[config.mk]
export PLATFORM = sky130hd
export DESIGN_NAME = pipeline_run_monitor
export DESIGN_NICKNAME = d
export VERILOG_FILES = /design/src/rtl/pipe_dbg_defs_pkg.sv /design/src/rtl/shadow_regfile.sv /design/src/rtl/pipeline_run_monitor.sv
export SDC_FILE = /design/constraint.sdc
export NUM_CORES = 2
export LEC_CHECK = 0
export ABC_AREA = 1
export CORE_ASPECT_RATIO = 0.6
export CORE_MARGIN = 2
export CORE_UTILIZATION = 67
export DETAILED_ROUTE_END_ITERATION = 7
export MAX_ROUTING_LAYER = met4
export PLACE_DENSITY = 0.86
export SLEW_MARGIN = 0
export SYNTH_ARGS = -nofsm -noshare
export SYNTH_HDL_FRONTEND = slang
export SYNTH_SLANG_ARGS = --single-unit
[constraint.sdc]
create_clock -name clk -period 115.4 [get_ports clk]
set_clock_uncertainty 0.15 [all_clocks]
set_input_delay 23.08 -clock clk [delete_from_list [all_inputs] [get_ports clk]]
set_output_delay 23.08 -clock clk [all_outputs]
set_load 0.05 [all_outputs]
[src/rtl/pipe_dbg_defs_pkg.sv]
// Shared encodings for the pipeline run monitor: FSM states, fail codes, halt encoding.
package pipe_dbg_defs_pkg;

   typedef enum logic [1:0] {
      StIdle  = 2'd0,
      StRun   = 2'd1,
      StDrain = 2'd2,
      StDone  = 2'd3
   } run_state_e;

   localparam logic [1:0] FAIL_NONE     = 2'd0;
   localparam logic [1:0] FAIL_TIMEOUT  = 2'd1;
   localparam logic [1:0] FAIL_DEADLOCK = 2'd2;

   // ecall
   localparam logic [31:0] HALT_INSN_DEFAULT = 32'h0000_0073;

endpackage

[src/rtl/shadow_regfile.sv]
// Shadow copy of the architectural register file, built from retired writebacks.
module shadow_regfile #(
   parameter int unsigned XLEN = 32,
   parameter int unsigned RA_W = 5
) (
   input  logic            clk,
   input  logic            reset,
   input  logic            we,
   input  logic [RA_W-1:0] waddr,
   input  logic [XLEN-1:0] wdata,
   input  logic [RA_W-1:0] raddr,
   output logic [XLEN-1:0] rdata
);

   localparam int unsigned NumRegs = 2 ** RA_W;

   logic [XLEN-1:0] regs_q [NumRegs];
   logic [XLEN-1:0] regs_d [NumRegs];

   // Next-state: single write port, x0 is hardwired to zero so its writes are dropped.
   always_comb begin
      regs_d = regs_q;
      if (we && (waddr != '0)) begin
         regs_d[waddr] = wdata;
      end
   end

   // Register storage with asynchronous clear.
   always_ff @(posedge clk or posedge reset) begin
      if (reset) begin
         for (int i = 0; i < NumRegs; i++) begin
            regs_q[i] <= '0;
         end
      end else begin
         regs_q <= regs_d;
      end
   end

   // Combinational read port; x0 always reads zero.
   always_comb begin
      rdata = '0;
      if (raddr != '0) begin
         rdata = regs_q[raddr];
      end
   end

endmodule

[src/rtl/pipeline_run_monitor.sv]
// Run controller/monitor: watches the retire stream, counts cycles and retires,
// detects halt, deadlock and timeout, and reports done/pass/fail.
module pipeline_run_monitor
   import pipe_dbg_defs_pkg::*;
#(
   parameter int unsigned     XLEN         = 32,
   parameter int unsigned     RA_W         = 5,
   parameter int unsigned     MAX_CYCLES   = 15,
   parameter int unsigned     STALL_LIMIT  = 8,
   parameter int unsigned     DRAIN_CYCLES = 4,
   parameter logic [XLEN-1:0] HALT_INSN    = XLEN'(HALT_INSN_DEFAULT),
   parameter int unsigned     CNT_W        = 16
) (
   input  logic             clk,
   input  logic             reset,
   input  logic             start,
   input  logic             wb_valid,
   input  logic [XLEN-1:0]  wb_insn,
   input  logic             wb_we,
   input  logic [RA_W-1:0]  wb_rd,
   input  logic [XLEN-1:0]  wb_wdata,
   input  logic [RA_W-1:0]  dbg_addr,
   output logic [XLEN-1:0]  dbg_data,
   output logic             running,
   output logic             done,
   output logic             pass,
   output logic [1:0]       fail_code,
   output logic [CNT_W-1:0] cycle_cnt,
   output logic [CNT_W-1:0] retire_cnt
);

   localparam int unsigned StallW = $clog2(STALL_LIMIT + 1);
   localparam int unsigned DrainW = $clog2(DRAIN_CYCLES + 1);

   run_state_e        state_q, state_d;
   logic [CNT_W-1:0]  cycle_q, cycle_d;
   logic [CNT_W-1:0]  retire_q, retire_d;
   logic [StallW-1:0] stall_q, stall_d;
   logic [DrainW-1:0] drain_q, drain_d;
   logic              pass_q, pass_d;
   logic [1:0]        fail_q, fail_d;

   logic active;
   logic halt;

   assign active = (state_q == StRun) || (state_q == StDrain);
   assign halt   = wb_valid && (wb_insn == HALT_INSN);

   // Next-state and counter update; halt beats timeout beats deadlock in the same cycle.
   always_comb begin
      state_d  = state_q;
      cycle_d  = cycle_q;
      retire_d = retire_q;
      stall_d  = stall_q;
      drain_d  = drain_q;
      pass_d   = pass_q;
      fail_d   = fail_q;

      if (active) begin
         cycle_d = (&cycle_q) ? cycle_q : cycle_q + 1'b1;
         if (wb_valid) begin
            retire_d = (&retire_q) ? retire_q : retire_q + 1'b1;
         end
      end

      unique case (state_q)
         StIdle, StDone: begin
            if (start) begin
               state_d  = StRun;
               cycle_d  = '0;
               retire_d = '0;
               stall_d  = '0;
               drain_d  = '0;
               pass_d   = 1'b0;
               fail_d   = FAIL_NONE;
            end
         end
         StRun: begin
            stall_d = wb_valid ? '0 : stall_q + 1'b1;
            if (halt) begin
               state_d = StDrain;
               drain_d = '0;
            end else if (cycle_q >= CNT_W'(MAX_CYCLES - 1)) begin
               state_d = StDone;
               fail_d  = FAIL_TIMEOUT;
            end else if (!wb_valid && (stall_q == StallW'(STALL_LIMIT - 1))) begin
               // This is the STALL_LIMIT-th consecutive cycle without a retire.
               state_d = StDone;
               fail_d  = FAIL_DEADLOCK;
            end
         end
         StDrain: begin
            if (drain_q == DrainW'(DRAIN_CYCLES - 1)) begin
               state_d = StDone;
               pass_d  = 1'b1;
            end else begin
               drain_d = drain_q + 1'b1;
            end
         end
         default: state_d = StIdle;
      endcase
   end

   // State and counter registers; reset aborts any run immediately.
   always_ff @(posedge clk or posedge reset) begin
      if (reset) begin
         state_q  <= StIdle;
         cycle_q  <= '0;
         retire_q <= '0;
         stall_q  <= '0;
         drain_q  <= '0;
         pass_q   <= 1'b0;
         fail_q   <= FAIL_NONE;
      end else begin
         state_q  <= state_d;
         cycle_q  <= cycle_d;
         retire_q <= retire_d;
         stall_q  <= stall_d;
         drain_q  <= drain_d;
         pass_q   <= pass_d;
         fail_q   <= fail_d;
      end
   end

   // Writebacks land in the shadow file only while a run is live (RUN or DRAIN).
   shadow_regfile #(
      .XLEN (XLEN),
      .RA_W (RA_W)
   ) u_shadow_regfile (
      .clk   (clk),
      .reset (reset),
      .we    (active && wb_valid && wb_we),
      .waddr (wb_rd),
      .wdata (wb_wdata),
      .raddr (dbg_addr),
      .rdata (dbg_data)
   );

   // Status outputs come straight from registered state.
   always_comb begin
      running    = active;
      done       = (state_q == StDone);
      pass       = pass_q;
      fail_code  = fail_q;
      cycle_cnt  = cycle_q;
      retire_cnt = retire_q;
   end

endmodule
; Word level (Yosys, flattened, before mapping)
; Cells that the tools add are included.
[word_totals]
inputBits = 79
elab_cells = 120
register_bits = 1068
output_inout_bits = 69
[op_classes]
addsub = 4
n_eq_ne = 13
muxes = 37
reduce_logical = 21
magnitude_cmp = 4
n_bitwise = 2
[op_table]
columns = op, n
row1 = 1024-bit bitwise mux, 1
row2 = 32-bit binary-select mux with 5-bit select, 1
row3 = 32-bit demux with 5-bit select, 1
row4 = 16-bit 2-to-1 mux, 9
row5 = 32-bit 2-to-1 mux, 4
row6 = "16-bit by 1-bit adder with 16-bit output, second input constant", 2
row7 = "32-bit by 7-bit == test with 1-bit output, second input constant", 1
row8 = 16-bit AND reduction, 2
row9 = 2-bit 2-to-1 mux, 9
row10 = "16-bit by 4-bit >= comparator with 1-bit output, second input constant", 1
row11 = "6-bit >= comparator, second input constant", 2
row12 = 5-bit inverter with 6-bit output, 2
row13 = 5-bit nonzero test, 2
row14 = 3-bit 2-to-1 mux, 3
row15 = 3-bit case mux with 3 select lines, 1
row16 = 3-bit AND reduction, 3
row17 = 4-bit 2-to-1 mux, 2
row18 = "2-bit != test, second input constant", 4
row19 = 4-bit case mux with 2 select lines, 1
row20 = 1-bit logical AND, 6
row21 = "6-bit by 1-bit < comparator with 1-bit output, second input constant", 1
row22 = 2-bit case mux with 3 select lines, 1
row23 = "4-bit by 1-bit adder with 4-bit output, second input constant", 1
row24 = "2-bit == test, second input constant", 2
row25 = 17 further kinds, 19

; Longest topological paths before layout
[logic_depth]
depth_word = 6
mapped_depth = 12

; Cells and area by module
; A second synthesis with hierarchy kept.
[hier_totals]
cells_unflattened = 6335
area_unflattened_um2 = 49170.9
[modules_own_cells]
columns = mod, area_each_um2, instances, cells_each, seq_area_each_um2
row1 = shadow_regfile, 46072.9, 1, 5867, 25624.6
row2 = pipeline_run_monitor, 3098.0, 1, 468, 1101.1

; Worst setup path before layout
; OpenSTA, ideal clock, no wires.
[synth_timing]
path_kind = in2out
startpoint = input port dbg_addr[0]
endpoint = output port dbg_data[17]
setup_slack_ns = 67.208
required_ns = 92.170
path_buffers = 3
cell_stages = 12
arrival_ns = 24.962
cell_sequence = buf_2 > inv_2 > clkbuf_1 > clkbuf_1 > nand2_1 > nand3_1 > nand3_1 > nand2_1 > nand2_1 > nand2_1 > o21ai_0 > nor2_1
[synth_between]
elab_chain_len = 5
elab_cells_between_ends = 6
[synth_lines]
columns = item, line_no
row1 = from (decl), pipeline_run_monitor.sv:22  ; input logic [RA_W-1:0] dbg_addr,
row2 = 5-bit inverter with 6-bit output (not written as such), shadow_regfile.sv:43  ; rdata = regs_q[raddr];
row3 = 32-bit binary-select mux with 5-bit select, shadow_regfile.sv:43
row4 = 32-bit 2-to-1 mux (not written as such) (2 in series), shadow_regfile.sv:43
row5 = 32-bit 2-to-1 mux *, shadow_regfile.sv:42  ; if (raddr != '0) begin
row6 = to (decl), pipeline_run_monitor.sv:23  ; output logic [XLEN-1:0] dbg_data,
; Mark *: on every way between the ends. The rest lies on a longest branch, timed or not. The select of a mux whose other input is x is not followed.

; Worst setup path after layout
[layout_timing]
startpoint = input port dbg_addr[0]
endpoint = output port dbg_data[19]
; Same word-level chain as after synthesis.

==> results.json <==
{
  "ys_seq_elements": 1068,
  "worstPathCellList": "buf_8, inv_8, buf_4, buf_4, nand2_1, nand3_1, nand3_1, nand2_1, nand2_1, nand2_1, o21ai_0, nor2_1, clkdlybuf4s50_1",
  "relSlewSlack": 0.214,
  "power_density_nw_per_um2": 19.3,
  "syn_nets": 6332,
  "ys_seq_area_frac": 0.544,
  "tightest_slew_ps": 1180,
  "tns_ps": 0,
  "final_layout_size_suffix_gt1_frac": 0.0415,
  "startpoint_type": "primary input",
  "setup_viol": 0,
  "final_common_cell": "nand2_1",
  "synth.avg_cell_area_um2": 7.86,
  "overflow": 0,
  "cts_tree": "built",
  "top_usage_layer": "met1",
  "cts_hold_buf": 0,
  "io_buffers": 147,
  "cts_made_buffers": 93,
  "worst_ep_required_time_ps": 92170,
  "crit_fanout": 173,
  "fp.dieW_um": 353,
  "ys.flop_type": "dfrtp_1",
  "drtPass1Iterations": 8,
  "final_area_um2": 53200,
  "start_util": 0.680,
  "status": "finished, final reports clean",
  "antenna_found_initial": 4,
  "synth-compound-area-share": 0.129,
  "layout_common_cells": "nand2_1 (2,239), dfrtp_1 (1,068), o21ai_0 (915)",
  "hpwl_um": 78500,
  "use_met1": 0.571,
  "max_freq_ghz": 0.0195,
  "rsz0062_at_grt": "false",
  "wl_um": 147000,
  "cpPeakStageDelay_ps": 980,
  "path_clk_slew_ps": 60,
  "htree_levels": 3,
  "cts_sinks": 1068,
  "clock_latency_ps": 690,
  "final_antenna_net_count": 0,
  "drcViolationCount": 0,
  "fin_cells": 7047,
  "drv_cap": 0,
  "synthXorXnorAreaFrac": 0.00232,
  "cp_num_buf_inv": 5,
  "dpl_cell_area_um2": 50100,
  "leakage_uw": 0.0246,
  "cts_buffer_depth": 3,
  "arrival_ps": 28150,
  "grt_usage": 0.405,
  "slew_violations": 0,
  "cp_slowest_cell": "buf_4",
  "layout.nets": 6090,
  "synth_top_family_by_area": "simple AND/OR/NAND/NOR gates",
  "grt_util_met3": 0.107,
  "cts-resized-gates": 0,
  "fin_crit_ps": 51380,
  "syn_area_um2": 49100,
  "post_cts_buffers": 0,
  "fin_crit_sh": 0.445,
  "ir_worst_vdd_mv": 0.0141,
  "hold_violations": 0,
  "cts-root-buf": "clkbuf_16",
  "die_h_um": 214,
  "hold_path.class": "reg2reg",
  "crit_family": "buffers and inverters",
  "die_area_um2": 75500,
  "synth-adder-area-share": 0.00229,
  "gp_congestion": 0.917,
  "async_reset_ff_frac": 1.00,
  "grt_max_degree": 197,
  "grt_pass1_vias": 41506,
  "dp.cells": 6882,
  "yosys.area_share.simple": 0.270,
  "endpoint_kind": "output pin",
  "synth_edf_count": 0,
  "synth_cell_types": 38,
  "grt_util_met2": 0.570,
  "area_growth_pct": 8.42,
  "vias_per_cell": 6.35,
  "core_um2": 72200,
  "synthMuxAreaShare": 0,
  "fin_util": 0.737,
  "total_power_uw": 1030,
  "cpMostUsedCell": "nand2_1",
  "ys.warnings.count": 0,
  "grt_pass1_wl_um": 233000,
  "io_pins": 148,
  "post_drt_wl_per_cell_um": 20.9,
  "synthCells": 6244,
  "worstSetupPathType": "in2out",
  "placementRows": 76,
  "first_iter_violations": 7619,
  "vias": 44769
}
per-layer routing:
metal,part of all wire,up-vias
met5,0,-
met4,0.038,0
met3,0.14,406
met2,0.43,3176
met1,0.40,21340
li1,-,19847
path summary, 6_finish.rpt:
kind	startpoint	end	slack (ps)	depth (start not counted)
setup / recovery	dbg_addr[0]	dbg_data[19]	64020	13
min in group asynchronous	reset	u_shadow_regfile.regs_q[840]	22810	2
max in group asynchronous	reset	u_shadow_regfile.regs_q[344]	88370	6
hold reg to reg	u_shadow_regfile.regs_q[1005]	u_shadow_regfile.regs_q[1005]	230	0
setup reg to reg	state_q[0]	u_shadow_regfile.regs_q[835]	111270	10
hold / removal	u_shadow_regfile.regs_q[1005]	u_shadow_regfile.regs_q[1005]	230	0
cells by family (layout without fill, tap and decap cells):
logic type | count (synthesis) | count (layout)
other cells | 0 | 4
xor+xnor | 13 | 13
compound gates | 1253 | 1253
simple gates | 3254 | 3254
flops | 1068 | 1068
fa+ha+maj | 9 | 9
buf+inv | 647 | 471
sequential cells by signal, indices dropped and copies added, names as in the netlist:
| register | cells |
|---|---|
| stall_q | 4 |
| pass | 1 |
| cycle_cnt | 16 |
| state_q | 2 |
| u_shadow_regfile.regs_q | 1024 |
| drain_q | 3 |
| fail_code | 2 |
| retire_cnt | 16 |
per-stage QoR:
stage / hold slack (ps) / worst slack, ps
after floorplan: 279 / 62110
after global placement: 215 / 64480
after detailed placement: 216 / 64400
after CTS: 230 / 64340
after global routing: 239 / 63930
final: 229 / 64020
power breakdown:
part	switching (µW)	leakage (µW)	total, µW	internal [µW]
combinational	126	0.00850	198	71.4
clock	142	0.00150	322	180
sequential	48.8	0.0146	506	457
total	317	0.0246	1030	708
cell type report:
| class | count | area, µm² |
|---|---|---|
| fillers | 5263 | 19000 |
| inverters | 104 | 423 |
| flip-flops and latches | 1068 | 26700 |
| clock inverters | 22 | 283 |
| multi-input cells | 4529 | 19800 |
| clock buffers | 139 | 2780 |
| diodes | 4 | 10.0 |
| repair buffers | 206 | 1930 |
| well taps | 975 | 1220 |
cell usage after synthesis (13+ instances only):
master    instances  area [µm²]
a21oi_1          46         230
buf_1            34         128
buf_2            39         195
clkbuf_1        457        1720
dfrtp_1        1068       26700
inv_1           100         375
nand2_1        2250        8450
nand2_2          13        81.3
nand3_1         674        3370
nor2_1          271        1020
nor3_1           16        80.1
o21ai_0         915        4580
o21ai_1         257        1290
o22ai_1          25         156
No activity file was read; power rests on OpenSTA's default activity.
